===== src/rtl/note_lane_pkg.sv =====
// Shared definitions for the note lane engine: FSM encodings, screen geometry
// and the small arithmetic helpers used by the scoring logic.
package note_lane_pkg;

    typedef enum logic [1:0] {
        ST_IDLE = 2'b00,
        ST_PLAY = 2'b01,
        ST_DONE = 2'b11
    } lane_state_t;

    localparam int H_RES = 640;
    localparam int V_RES = 480;

    function automatic logic [31:0] popcount(input logic [31:0] bits);
        logic [31:0] n;
        n = '0;
        for (int i = 0; i < 32; i++) begin
            n = n + {31'd0, bits[i]};
        end
        return n;
    endfunction

    // Counter add that pins at max_val instead of wrapping.
    function automatic logic [31:0] sat_add(input logic [31:0] acc,
                                            input logic [31:0] inc,
                                            input logic [31:0] max_val);
        logic [32:0] sum;
        sum = {1'b0, acc} + {1'b0, inc};
        return (sum > {1'b0, max_val}) ? max_val : sum[31:0];
    endfunction

endpackage


===== src/rtl/note_pattern_ram.sv =====
// Note pattern storage: one synchronous write port, one asynchronous read port.
// Contents are deliberately left untouched by reset so a song survives an abort.
module note_pattern_ram
    import note_lane_pkg::*;
#(
    parameter int LANES = 3,
    parameter int DEPTH = 16
) (
    input  logic                     clk,
    input  logic                     we,
    input  logic [$clog2(DEPTH)-1:0] waddr,
    input  logic [LANES-1:0]         wdata,
    input  logic [$clog2(DEPTH)-1:0] raddr,
    output logic [LANES-1:0]         rdata
);

    logic [LANES-1:0] mem [DEPTH];

    always_ff @(posedge clk) begin
        if (we) begin
            mem[waddr] <= wdata;
        end
    end

    assign rdata = mem[raddr];

endmodule


===== src/rtl/note_lane_engine.sv =====
// Rhythm-game lane engine: scrolls pattern rows down the screen, judges lane
// button hits against the hit window and renders the falling notes per pixel.
module note_lane_engine
    import note_lane_pkg::*;
#(
    parameter int LANES   = 3,
    parameter int DEPTH   = 16,
    parameter int STEP    = 1,
    parameter int NOTE_H  = 20,
    parameter int HIT_Y   = 440,
    parameter int HIT_WIN = 16,
    parameter int GAP     = 20,
    parameter int SCORE_W = 8
) (
    input  logic                     clk,
    input  logic                     reset,
    input  logic                     start,
    input  logic                     tick,
    input  logic [LANES-1:0]         hit,
    input  logic                     pat_we,
    input  logic [$clog2(DEPTH)-1:0] pat_addr,
    input  logic [LANES-1:0]         pat_data,
    input  logic [$clog2(DEPTH):0]   pat_len,
    input  logic [9:0]               CounterX,
    input  logic [9:0]               CounterY,
    input  logic                     inDisplayArea,
    output logic [LANES-1:0]         lane_pix,
    output logic [SCORE_W-1:0]       score,
    output logic [SCORE_W-1:0]       miss_cnt,
    output logic [1:0]               state,
    output logic                     done
);

    localparam int AW     = $clog2(DEPTH);
    localparam int LANE_W = H_RES / LANES;
    localparam int HALF_H = NOTE_H / 2;
    localparam logic [AW:0]        LEN_MAX = (AW+1)'(DEPTH);
    localparam logic [SCORE_W-1:0] CNT_MAX = '1;

    lane_state_t        state_q, state_d;
    logic [9:0]         pos_q, pos_d;
    logic [AW-1:0]      row_q, row_d;
    logic [AW:0]        len_q, len_d;
    logic [LANES-1:0]   flags_q, flags_d;
    logic [SCORE_W-1:0] score_q, score_d;
    logic [SCORE_W-1:0] miss_q, miss_d;
    logic               done_q, done_d;
    logic [LANES-1:0]   lane_pix_d, lane_pix_p1;

    logic [LANES-1:0]   row_bits;
    logic [LANES-1:0]   good, bad, left_unhit;
    logic [10:0]        pos_next;
    logic [10:0]        y_lo, y_hi;
    logic [31:0]        good_inc, miss_inc;
    logic               in_win, len_ok, last_row, advance, ram_we;

    // Pattern edits are locked out while a song is playing.
    assign ram_we = pat_we && (state_q != ST_PLAY);

    note_pattern_ram #(
        .LANES (LANES),
        .DEPTH (DEPTH)
    ) u_pattern (
        .clk   (clk),
        .we    (ram_we),
        .waddr (pat_addr),
        .wdata (pat_data),
        .raddr (row_q),
        .rdata (row_bits)
    );

    // Hit judging always uses the pre-tick position and row.
    assign pos_next   = {1'b0, pos_q} + 11'(STEP);
    assign advance    = tick && (pos_next >= 11'(V_RES));
    assign in_win     = (int'(pos_q) >= HIT_Y - HIT_WIN) && (int'(pos_q) <= HIT_Y + HIT_WIN);
    assign good       = hit & row_bits & ~flags_q & {LANES{in_win}};
    assign bad        = hit & ~good;
    assign left_unhit = row_bits & ~(flags_q | good);
    assign len_ok     = (pat_len != '0) && (pat_len <= LEN_MAX);
    assign last_row   = ({1'b0, row_q} == (len_q - 1'b1));
    assign good_inc   = popcount(32'(good));
    assign miss_inc   = popcount(32'(bad)) + (advance ? popcount(32'(left_unhit)) : 32'd0);

    always_comb begin
        state_d = state_q;
        pos_d   = pos_q;
        row_d   = row_q;
        len_d   = len_q;
        flags_d = flags_q;
        score_d = score_q;
        miss_d  = miss_q;
        done_d  = 1'b0;
        case (state_q)
            ST_IDLE, ST_DONE: begin
                if (start && len_ok) begin
                    state_d = ST_PLAY;
                    pos_d   = '0;
                    row_d   = '0;
                    len_d   = pat_len;
                    flags_d = '0;
                    score_d = '0;
                    miss_d  = '0;
                end
            end
            ST_PLAY: begin
                flags_d = flags_q | good;
                score_d = SCORE_W'(sat_add(32'(score_q), good_inc, 32'(CNT_MAX)));
                miss_d  = SCORE_W'(sat_add(32'(miss_q), miss_inc, 32'(CNT_MAX)));
                if (tick) begin
                    if (!advance) begin
                        pos_d = pos_next[9:0];
                    end else begin
                        pos_d   = '0;
                        row_d   = row_q + 1'b1;
                        flags_d = '0;
                        if (last_row) begin
                            state_d = ST_DONE;
                            done_d  = 1'b1;
                        end
                    end
                end
            end
            default: state_d = ST_IDLE;
        endcase
    end

    // Note body spans position +/- NOTE_H/2; the top edge is clamped at row 0.
    assign y_lo = (pos_q >= 10'(HALF_H)) ? {1'b0, pos_q - 10'(HALF_H)} : 11'd0;
    assign y_hi = {1'b0, pos_q} + 11'(HALF_H);

    always_comb begin
        lane_pix_d = '0;
        for (int i = 0; i < LANES; i++) begin
            if (inDisplayArea && (state_q == ST_PLAY) && row_bits[i] && !flags_q[i]
                && (int'(CounterX) >= i * LANE_W)
                && (int'(CounterX) <= (i + 1) * LANE_W - GAP - 1)
                && ({1'b0, CounterY} >= y_lo) && ({1'b0, CounterY} <= y_hi)) begin
                lane_pix_d[i] = 1'b1;
            end
        end
    end

    // p1: registered state, counters and pixel output.
    always_ff @(posedge clk or posedge reset) begin
        if (reset) begin
            state_q     <= ST_IDLE;
            pos_q       <= '0;
            row_q       <= '0;
            len_q       <= '0;
            flags_q     <= '0;
            score_q     <= '0;
            miss_q      <= '0;
            done_q      <= 1'b0;
            lane_pix_p1 <= '0;
        end else begin
            state_q     <= state_d;
            pos_q       <= pos_d;
            row_q       <= row_d;
            len_q       <= len_d;
            flags_q     <= flags_d;
            score_q     <= score_d;
            miss_q      <= miss_d;
            done_q      <= done_d;
            lane_pix_p1 <= lane_pix_d;
        end
    end

    assign lane_pix = lane_pix_p1;
    assign score    = score_q;
    assign miss_cnt = miss_q;
    assign state    = state_q;
    assign done     = done_q;

endmodule


===== config.mk =====
export PLATFORM = sky130hd
export DESIGN_NAME = note_lane_engine
export DESIGN_NICKNAME = d
export VERILOG_FILES = /design/src/rtl/note_lane_pkg.sv /design/src/rtl/note_pattern_ram.sv /design/src/rtl/note_lane_engine.sv
export SDC_FILE = /design/constraint.sdc
export NUM_CORES = 1
export LEC_CHECK = 0
export BUFFER_PORTS_ARGS = -buffer_cell sky130_fd_sc_hd__clkbuf_2
export CAP_MARGIN = 30
export CORE_MARGIN = 2
export CORE_UTILIZATION = 40
export CTS_CLUSTER_SIZE = 16
export DETAILED_ROUTE_END_ITERATION = 10
export SLEW_MARGIN = 20
export SYNTH_ARGS = -nofsm -noshare
export SYNTH_HDL_FRONTEND = slang
export SYNTH_HIERARCHICAL = 1
export SYNTH_SLANG_ARGS = --single-unit

===== constraint.sdc =====
create_clock -name clk -period 5.7 [get_ports clk]
set_input_delay 1.14 -clock clk [delete_from_list [all_inputs] [get_ports clk]]
set_output_delay 1.14 -clock clk [all_outputs]
set_load 0.03 [all_outputs]

==> out/metrics.cfg <==
[cells_and_area]
regArea_sq_um=2540
fillers=1313
drive_gt1_share_pct=16.1
layout.nets=662
area_growth_pct=13.9
num_antenna_cells=0
multi_input_area_sq_um=2890

[worst_setup_path]
worstPathArrival_ns=5.05
worst-r2r-cell-count=15
end_kind=flop
crit_type=reg -> reg
cp-start-kind=flop
r2r_end=miss_cnt[4]
cp_max_fo=17
cp.required_ns=5.93
rrSetupSlack_ns=0.87
r2r_start=row_q[0]

[routing]
drt_wl_total_um=12600
drt_iter0_drc=284
drc=0
via_per_inst=5.51
wl_per_cell_um=16.5
drtAntennaViolNets=0
dr.pass1.iters=4
vias=4218

[floorplan]
die-area_sq_um=15000
fp.dieW_um=122
initial_core_util_pct=40.7
core_area_sq_um=13800
row_count=43
io_pins=63
fp.dieH_um=122

[clocking]
cts_resized=0
clockRootBuffer=clkbuf_16
post-cts-setup-buffers=0
clk_pin_slew_ns=0.06
cts_htree_levels=3
clock-sinks=92
ctsHoldBuffers=0
clock_path_buffers=2
clk_latency_ns=0.34
cts_tree=built
numCtsBuffers=9

[flow_run]
cap_violations=0

[synth]
yosysTopAreaCellShare_pct=25.7
synth.avg_cell_area_sq_um=10.7
synth_cells=522
ys_ff_latch=92
synth_nets=604
synth_area_leaders=edfxtp_1 26%, dfrtp_1 20%, ha_1 7.8%
synthesis.area_sq_um=5600
synth_edf_count=48
yosysUniqueCellTypes=59
ys_async_sr_fraction_pct=47.8
yosysSeqAreaShare_pct=45.4
yosysWarningCount=6
ys.flop_type=edfxtp_1
synth_top_area_cell=edfxtp_1

[timing]
fmax_mhz=207
report.final.slew_viol_count=0
fin_crit_sh_pct=84.7
setup_viol=0
finClkSkew_ns=0.00782
worst_pin_slew_ns=0.997
period_minus_slack_ns=4.83
slew_headroom_pct=33.2
finalHoldViolCount=0
grt_setup_unrepaired=false
tns_ns=0

[min_path]
min_to=len_q[4]
min-delay-start=len_q[4]
holdPathStages=1
hold_path_class=reg -> reg

[global_routing]
antenna_found_initial=0
overflow=0
first_global_vias=4224
grt_max_degree=45
track_usage_pct=18.1
grt_pass1_wl_um=20900

[pwr]
p_per_area_nw_per_um2=371
power.leakage_uw=0.00258
ir_worst_vdd_v=0.000177
power.total_uw=2370

[place]
place_hpwl_um=9480
gp_congestion=0.841
io_buffer_count=62

[status]
status=finished, final reports clean

## report_power, final
group          internal (uW)  switching, uW  leakage, uW
combinational            374            494      0.00144
sequential               773            138      0.00101
clock                    342            245     0.000136
## through the flow
step                      instances  hold slack [ns]  utilization (%)  instance area (sq um)  setup WS (ns)
after floorplan                 522            0.483                -                   5600           1.51
after global placement          748            0.523             44.0                   6060          0.947
after detailed placement        748            0.522             44.0                   6060          0.857
after CTS                       764            0.543             46.2                   6360          0.847
after global routing            765            0.579             46.3                   6380          0.512
final                           765            0.541             46.3                   6380          0.872
## sequential cells by signal (all words and copies together) (netlist names)
signal         flops
state              2
len_q              5
flags_q            3
row_q              4
pos_q             10
score              8
u_pattern/mem     48
miss_cnt           8
done               1
lane_pix           3
## worst max-delay path: stages (launching register included)
cell,delay [ns]
dfrtp_1,0.86
mux4_1,0.64
a22oi_1,0.24
nand3_1,0.13
nand2b_1,0.12
inv_1,0.07
a21boi_0,0.24
fa_1,0.48
fa_1,0.47
fa_1,0.39
and2_1,0.17
o21a_1,0.18
and3_1,0.22
nand3_1,0.15
o21ai_0,0.10
a22o_1,0.24
## routing by layer
metal | part of all wire, % | wire length (um) | vias to the layer above | global-route usage [%]
met1 | 43 | 5410 | 2050 | 23.5
met4 | 1.6 | 207 | 0 | 5.82
li1 | - | - | 2066 | -
met2 | 50 | 6340 | 86 | 30.1
met5 | 0 | 0 | - | 0
met3 | 5.1 | 639 | 16 | 3.86
## synthesized netlist by cell type (10+ instances only)
cell	n
and2_1	10
nor3_1	10
edfxtp_1	48
and3_1	11
nor2_1	34
nand2b_1	14
nand2_1	35
clkbuf_1	11
o21ai_0	44
ha_1	35
nor2b_1	12
nand3_1	22
inv_1	23
dfrtp_1	44
a21oi_1	24
xor2_1	11
## layout by cell type (no fill, tap or decap), types with 14 or more instances in the layout
master,synthesis,layout
a21oi_1,24,24
clkbuf_2,0,62
dfrtp_1,44,44
edfxtp_1,48,48
ha_1,35,35
inv_1,23,22
nand2_1,35,35
nand2b_1,14,14
nand3_1,22,22
nor2_1,34,34
o21ai_0,44,44
## final cells by class
class	count	area share, %
Clock buffer	11	3.65
Multi-Input combinational cell	390	45.3
Clock inverter	5	0.981
Tap cell	180	3.53
Sequential cell	92	39.9
Timing Repair Buffer	64	5.30
Inverter	23	1.35
## worst max-delay path by stage
stage                         from     endpoint  slack (ns)  cells past startpoint
after global placement    row_q[0]  miss_cnt[3]        0.95                     15
after CTS                 row_q[0]  miss_cnt[4]        0.85                     15
after detailed placement  row_q[0]  miss_cnt[4]        0.86                     15
final                     row_q[0]  miss_cnt[4]        0.87                     15
after global routing      row_q[0]  miss_cnt[5]        0.51                     15
after floorplan           pos_q[1]  miss_cnt[5]        1.51                     17
## kinds of logic after synthesis
| group | count (synthesis) | share of synthesized area, % |
|---|---|---|
| AOI/OAI and AO/OA | 129 | 14.8 |
| muxes | 17 | 6.35 |
| buffers and inverters | 40 | 2.93 |
| xor gates and xnor gates | 20 | 3.13 |
| DFF | 92 | 45.4 |
| and+or+nand+nor | 183 | 17.4 |
| adders and majority gates | 41 | 9.97 |
No activity file was read; power rests on OpenSTA's default activity.
